<file path="config.mk">
export PLATFORM = sky130hd
export DESIGN_NAME = quad_decoder_mc
export DESIGN_NICKNAME = d
export VERILOG_FILES = /design/src/rtl/quad_pkg.sv /design/src/rtl/quad_chan.sv /design/src/rtl/quad_decoder_mc.sv
export SDC_FILE = /design/constraint.sdc
export NUM_CORES = 1
export LEC_CHECK = 0
export CORE_MARGIN = 2
export CORE_UTILIZATION = 59
export DETAILED_ROUTE_END_ITERATION = 8
export GPL_TIMING_DRIVEN = 0
export PLACE_DENSITY = 0.89
export SYNTH_ARGS = -nofsm -noshare
export SYNTH_HDL_FRONTEND = slang
export SYNTH_SLANG_ARGS = --single-unit
</file>
<file path="constraint.sdc">
create_clock -name clk -period 6.55 [get_ports clk]
set_input_delay 1.6375 -clock clk [delete_from_list [all_inputs] [get_ports clk]]
set_output_delay 1.6375 -clock clk [all_outputs]
set_load 0.02 [all_outputs]
</file>
<file path="src/rtl/quad_pkg.sv">
`default_nettype none
// ============================================================================
// Module : quad_pkg
// Brief  : Shared quadrature constants, state codes and transition classifier.
// Rev    : 1.0  initial release
// ============================================================================
package quad_pkg;

    localparam logic DIR_FWD = 1'b0;
    localparam logic DIR_REV = 1'b1;

    // Quadrature state S = {B, A}
    localparam logic [1:0] S00 = 2'b00;
    localparam logic [1:0] S01 = 2'b01;
    localparam logic [1:0] S10 = 2'b10;
    localparam logic [1:0] S11 = 2'b11;

    typedef enum logic [1:0] {
        TR_NONE    = 2'd0,
        TR_INC     = 2'd1,
        TR_DEC     = 2'd2,
        TR_ILLEGAL = 2'd3
    } trans_t;

    function automatic trans_t quad_classify(input logic [1:0] prev, input logic [1:0] cur);
        trans_t t;
        t = TR_ILLEGAL;
        if (prev == cur) begin
            t = TR_NONE;
        end else begin
            case ({prev, cur})
                {S00, S01}, {S01, S11}, {S11, S10}, {S10, S00}: t = TR_INC;
                {S00, S10}, {S10, S11}, {S11, S01}, {S01, S00}: t = TR_DEC;
                default:                                        t = TR_ILLEGAL;
            endcase
        end
        return t;
    endfunction

endpackage
`default_nettype wire

</file>
<file path="src/rtl/quad_chan.sv">
`default_nettype none
// ============================================================================
// Module : quad_chan
// Brief  : One encoder channel: synchroniser, glitch filter, decode, counter.
// Rev    : 1.0  initial release
// ============================================================================
module quad_chan
    import quad_pkg::*;
#(
    parameter int CNT_W       = 16,
    parameter int FILT_LEN    = 4,
    parameter int SYNC_STAGES = 2
) (
    input  logic             clk,
    input  logic             reset,
    input  logic             i_enc_a,
    input  logic             i_enc_b,
    input  logic             i_cnt_clr,
    input  logic             i_err_clr,
    output logic [CNT_W-1:0] o_count,
    output logic             o_dir,
    output logic             o_step,
    output logic             o_err
);

    localparam logic [3:0] c_FILT_LAST   = 4'(FILT_LEN - 1);
    localparam logic [4:0] c_SETTLE_LAST = 5'(SYNC_STAGES + FILT_LEN - 1);

    logic [1:0] w_pin;
    logic [1:0] w_filt;
    logic [1:0] w_stable;

    assign w_pin = {i_enc_b, i_enc_a};

    for (genvar g = 0; g < 2; g++) begin : g_pin
        logic [SYNC_STAGES-1:0] r_sync;
        logic                   r_filt;
        logic [3:0]             r_fcnt;

        always_ff @(posedge clk) begin
            if (reset) begin
                r_sync <= '0;
                r_filt <= 1'b0;
                r_fcnt <= '0;
            end else begin
                r_sync <= {r_sync[SYNC_STAGES-2:0], w_pin[g]};
                if (r_sync[SYNC_STAGES-1] == r_filt) begin
                    r_fcnt <= '0;
                end else if (r_fcnt == c_FILT_LAST) begin
                    r_filt <= r_sync[SYNC_STAGES-1];
                    r_fcnt <= '0;
                end else begin
                    r_fcnt <= r_fcnt + 4'd1;
                end
            end
        end

        assign w_filt[g]   = r_filt;
        assign w_stable[g] = (r_sync[SYNC_STAGES-1] == r_filt);
    end

    logic [1:0]       r_prev;
    logic             r_valid;
    logic [4:0]       r_settle;
    logic [CNT_W-1:0] r_count;
    logic             r_dir;
    logic             r_step;
    logic             r_err;
    trans_t           w_trans;
    logic             w_inc;
    logic             w_dec;
    logic             w_ill;

    assign w_trans = quad_classify(r_prev, w_filt);
    assign w_inc   = r_valid && (w_trans == TR_INC);
    assign w_dec   = r_valid && (w_trans == TR_DEC);
    assign w_ill   = r_valid && (w_trans == TR_ILLEGAL);

    // Until the pipeline has flushed and the filter is settled, the filtered
    // level is only tracked, so the first level seen after reset never counts.
    always_ff @(posedge clk) begin
        if (reset) begin
            r_prev   <= S00;
            r_valid  <= 1'b0;
            r_settle <= '0;
            r_count  <= '0;
            r_dir    <= DIR_FWD;
            r_step   <= 1'b0;
            r_err    <= 1'b0;
        end else begin
            r_prev <= w_filt;
            if (!r_valid) begin
                if (&w_stable) begin
                    if (r_settle == c_SETTLE_LAST) begin
                        r_valid <= 1'b1;
                    end
                    r_settle <= r_settle + 5'd1;
                end else begin
                    r_settle <= '0;
                end
            end

            r_step <= w_inc | w_dec;

            if (w_inc) begin
                r_dir <= DIR_FWD;
            end else if (w_dec) begin
                r_dir <= DIR_REV;
            end

            if (i_cnt_clr) begin
                r_count <= '0;
            end else if (w_inc) begin
                r_count <= r_count + CNT_W'(1);
            end else if (w_dec) begin
                r_count <= r_count - CNT_W'(1);
            end

            if (w_ill) begin
                r_err <= 1'b1;
            end else if (i_err_clr) begin
                r_err <= 1'b0;
            end
        end
    end

    assign o_count = r_count;
    assign o_dir   = r_dir;
    assign o_step  = r_step;
    assign o_err   = r_err;

endmodule
`default_nettype wire

</file>
<file path="src/rtl/quad_decoder_mc.sv">
`default_nettype none
// ============================================================================
// Module : quad_decoder_mc
// Brief  : Multi-channel quadrature decoder with shared snapshot strobe.
// Rev    : 1.0  initial release
// ============================================================================
module quad_decoder_mc
    import quad_pkg::*;
#(
    parameter int NUM_CH      = 2,
    parameter int CNT_W       = 16,
    parameter int FILT_LEN    = 4,
    parameter int SYNC_STAGES = 2
) (
    input  logic                    clk,
    input  logic                    reset,
    input  logic [NUM_CH-1:0]       enc_a,
    input  logic [NUM_CH-1:0]       enc_b,
    input  logic [NUM_CH-1:0]       cnt_clr,
    input  logic                    snap,
    input  logic [NUM_CH-1:0]       err_clr,
    output logic [NUM_CH*CNT_W-1:0] count_o,
    output logic [NUM_CH*CNT_W-1:0] snap_o,
    output logic [NUM_CH-1:0]       dir_o,
    output logic [NUM_CH-1:0]       step_o,
    output logic [NUM_CH-1:0]       err_o
);

    logic [NUM_CH*CNT_W-1:0] w_count;
    logic [NUM_CH*CNT_W-1:0] r_snap;

    for (genvar gi = 0; gi < NUM_CH; gi++) begin : g_ch
        quad_chan #(
            .CNT_W       (CNT_W),
            .FILT_LEN    (FILT_LEN),
            .SYNC_STAGES (SYNC_STAGES)
        ) u_chan (
            .clk       (clk),
            .reset     (reset),
            .i_enc_a   (enc_a[gi]),
            .i_enc_b   (enc_b[gi]),
            .i_cnt_clr (cnt_clr[gi]),
            .i_err_clr (err_clr[gi]),
            .o_count   (w_count[gi*CNT_W +: CNT_W]),
            .o_dir     (dir_o[gi]),
            .o_step    (step_o[gi]),
            .o_err     (err_o[gi])
        );
    end

    // Snapshot captures the registered counts, i.e. the value before this edge's update
    always_ff @(posedge clk) begin
        if (reset) begin
            r_snap <= '0;
        end else if (snap) begin
            r_snap <= w_count;
        end
    end

    assign count_o = w_count;
    assign snap_o  = r_snap;

endmodule
`default_nettype wire

</file>
==> impl_results.md <==
- Dpl hpwl: 9.925 mm
- Number of buffers inserted during clock tree synthesis: 17
- Final period utilization: 0.5341
- Post-DR wirelength/cell: 16.14 µm
- Setup WS post-layout: 3.052 ns
- CP Capture Type: register
- Total wire length after detailed routing: 14.45 mm
- Post-CTS setup buffer count: 0
- Setup crit start kind: register
- First-pass GRT wire length: 23.25 mm
- Cell with the most instances after synthesis: dfxtp_1
- Synth Instances: 655
- Power per cell area: 237.8 mW/mm²
- Critical setup path kind: reg -> reg
- Die outline width: 102.6 µm
- Global route overflow: 0
- Port-buffer cells: 79
- Worst endpoint required time: 7.00 ns
- Average cell area after synthesis: 8.753 µm²
- R2R setup slack: 3.05 ns
- Count of filler cells inserted in the layout: 618
- Number of flops mapped to enable cells by yosys: 0
- Final setup violation count: 0
- Hold Path Class: reg -> reg
- Share of the yosys chip area belonging to registers: 0.3981
- Core Box Area: 0.009328 mm²
- Floorplan die height: 102.6 µm
- Clk Tree Root Cell: clkbuf_8
- Number of vias per cell: 5.616
- Synth top area share: 0.3981
- Number of pins with negative max-slew slack in the final report: 0
- Highest fanout seen on the critical path: 17
- Final-stage net count: 803
- Combinational group share of total power: 0.031
- Post-cts hold buffer count: 0
- Sinks on the clock net: 114
- Clk network pwr share: 0.562
- Maximum level of the CTS H-tree: 4
- Ports: 81
- Pin slew with the least headroom to its limit: 0.7592 ns
- Post-synthesis sequential element count: 114
- Initial antenna violation count: 0
- Antenna Cells: 0
- Clk slew on worst S/H paths: 0.06 ns
- Remaining routing DRC violations: 0
- Cells taking the most area after synthesis: dfxtp_1, ha_1, mux2i_1
- Skew final: 0.008927 ns
- Slew margin rel.: 0.4939
- Maximum number of pins on one net before global-route repair: 18
- Largest area contributor in the netlist: dfxtp_1
- Data arrival time of the critical path: 3.95 ns
- DRT iter0 DRCs: 183
- Worst slack, placed: 2.920 ns
- Effective utilization at floorplan: 0.6146
- Count of different cell masters after synthesis: 58
- Share of cells above drive strength 1: 0.07572
- Worst-skew pair later-pin latency: 0.52 ns
- Sequential fraction of design power: 0.406
- Top flip-flop cell by instance count after synthesis: dfxtp_1
- Netlist area before placement: 0.005733 mm²
- TritonCTS clock tree: built
- Leak: 3.002 nW
- Count of instances resized after the clock tree is built: 0
- Ys Warns: 0
- Cell-internal power: 0.001360 W
- Max-cap violations: 0
- RSZ-0062 raised after global routing: no
- Async set or reset register ratio after synthesis: 0
- Switching part of the total power: 0.2178
- Full die area: 0.01052 mm²
- Via Count: 5,026
- Top cells by instance count after synthesis: dfxtp_1, nor2_1, nand2_1
- Post-DRT Antenna Nets: 0
- NetSw: 0.0003786 W
- Routability Congestion: 0.9179
- Maximum clock path buffer count: 2
- First-pass detailed-route iteration total: 5
- Run status: finished clean
- FMAX: 285.9 MHz
- Number of global-route vias before repair: 5,025
- Maximum vdd drop: 0.0002261 V
- Global-route usage over all layers: 0.2838
- Layout overhead on the synthesized area: 27.50%
- Crit path time final: 3.498 ns
- Hold violation total from the final report: 0
- Fin Setup TNS: 0 ns
- Mapped Nets: 705
- Hold slack final: 0.4353 ns
- Standard-cell row count: 35
critical path: stages (launching register included):
cell and delay (ns):
dfxtp_1 0.48, xor2_1 0.28, and2_1 0.23, nand2_1 0.45, ha_1 0.58, a21o_1 0.23, a21o_1 0.23, a2111oi_4 0.29
o41a_1 0.21, mux2i_1 0.23, mux2i_1 0.21
cell type report:
type | instances | area (µm²) | area share
multi-input combinational | 488 | 3201 | 0.4379
sequential | 114 | 2282 | 0.3122
timing repair buffer | 79 | 790.8 | 0.1082
clock buffer | 19 | 441.7 | 0.06042
clock inverter | 13 | 182.7 | 0.02499
buffer | 34 | 178.9 | 0.02448
tap | 129 | 161.4 | 0.02208
inverter | 19 | 71.32 | 0.009757
registers in the layout, indices dropped and copies added (netlist names):
| register | flops |
|---|---|
| g_ch.u_chan.g_pin.r_fcnt | 16 |
| g_ch.u_chan.o_count | 32 |
| g_ch.u_chan.o_step | 2 |
| g_ch.u_chan.r_valid | 2 |
| g_ch.u_chan.o_err | 2 |
| snap_o | 32 |
| g_ch.u_chan.g_pin.r_filt | 4 |
| g_ch.u_chan.r_settle | 10 |
| g_ch.u_chan.o_dir | 2 |
| g_ch.u_chan.r_prev | 4 |
| g_ch.u_chan.g_pin.r_sync | 8 |
path summary, 6_finish.rpt:
kind | to | depth (start not counted) | from
setup / recovery | g_ch[1].u_chan.o_count[15]$_SDFFE_PP0P_ | 10 | g_ch[1].u_chan.g_pin[0].r_filt$_SDFFE_PP0P_
hold / removal | g_ch[1].u_chan.g_pin[1].r_sync[1]$_SDFF_PP0_ | 1 | g_ch[1].u_chan.g_pin[1].r_sync[0]$_SDFF_PP0_
setup reg to reg | g_ch[1].u_chan.o_count[15]$_SDFFE_PP0P_ | 10 | g_ch[1].u_chan.g_pin[0].r_filt$_SDFFE_PP0P_
hold reg to reg | g_ch[1].u_chan.g_pin[1].r_sync[1]$_SDFF_PP0_ | 1 | g_ch[1].u_chan.g_pin[1].r_sync[0]$_SDFF_PP0_
power groups by stage:
stage	combinational, W	sequential [W]	clock, W
after floorplan	0.0000352	0.000719	0
after global placement	0.0000507	0.000720	0
after detailed placement	0.0000537	0.000721	0
after CTS	0.0000544	0.000706	0.000981
after global routing	0.0000594	0.000707	0.00102
final	0.0000543	0.000706	0.000978
metal layers:
metal / vias to the layer above / global-route usage / share of wire
met5: - / 0 / 0
li1: 2460 / - / -
met3: 40 / 0.06237 / 0.044
met4: 0 / 0.1231 / 0.027
met2: 160 / 0.5199 / 0.52
met1: 2366 / 0.3148 / 0.41
stage by stage:
stage	instances	total power (W)	util	instance area, µm²
6_report	895	0.001739	0.7836	7310
3_5_place_dp	863	0.0007746	0.7167	6685
5_1_grt	895	0.001781	0.7836	7310
4_1_cts	895	0.001741	0.7836	7310
3_3_place_gp	863	0.0007708	0.7167	6685
2_1_floorplan	655	0.0007546	-	5733
layout by cell type (no fill, tap or decap), types with 3 or more instances in the layout:
cell type and n:
nand4_1 5, xnor2_1 24, a41oi_1 3, o211ai_1 4, nand2_1 48, dfxtp_1 114
a21o_1 5, nor3b_1 6, mux2i_1 42, clkinv_2 3, buf_1 4, bufinv_16 4
xor2_1 19, clkinvlp_4 4, o21a_1 7, inv_1 19, nor2b_1 19, clkbuf_16 16
nor3_1 8, nor2_1 108, nand3_1 32, clkbuf_8 3, buf_4 12, and2_1 3
o21ai_0 13, clkdlybuf4s50_1 79, a32oi_1 3, clkbuf_1 13, a211oi_1 5, buf_2 5
o21ai_1 3, ha_1 37, a31oi_1 5, a21oi_1 39, or3_1 10, or2_2 3
logic make-up (layout without fill, tap and decap cells):
| family | count (synthesis) | in the layout | synth area share |
|---|---|---|---|
| xor+xnor | 43 | 43 | 0.06569 |
| mux | 42 | 42 | 0.07333 |
| fa+ha+maj | 39 | 39 | 0.08773 |
| simple gates | 256 | 256 | 0.2065 |
| buf+inv | 53 | 164 | 0.04365 |
| flops | 114 | 114 | 0.3981 |
| compound gates | 108 | 108 | 0.1251 |
(Power assumes the default switching activity.)
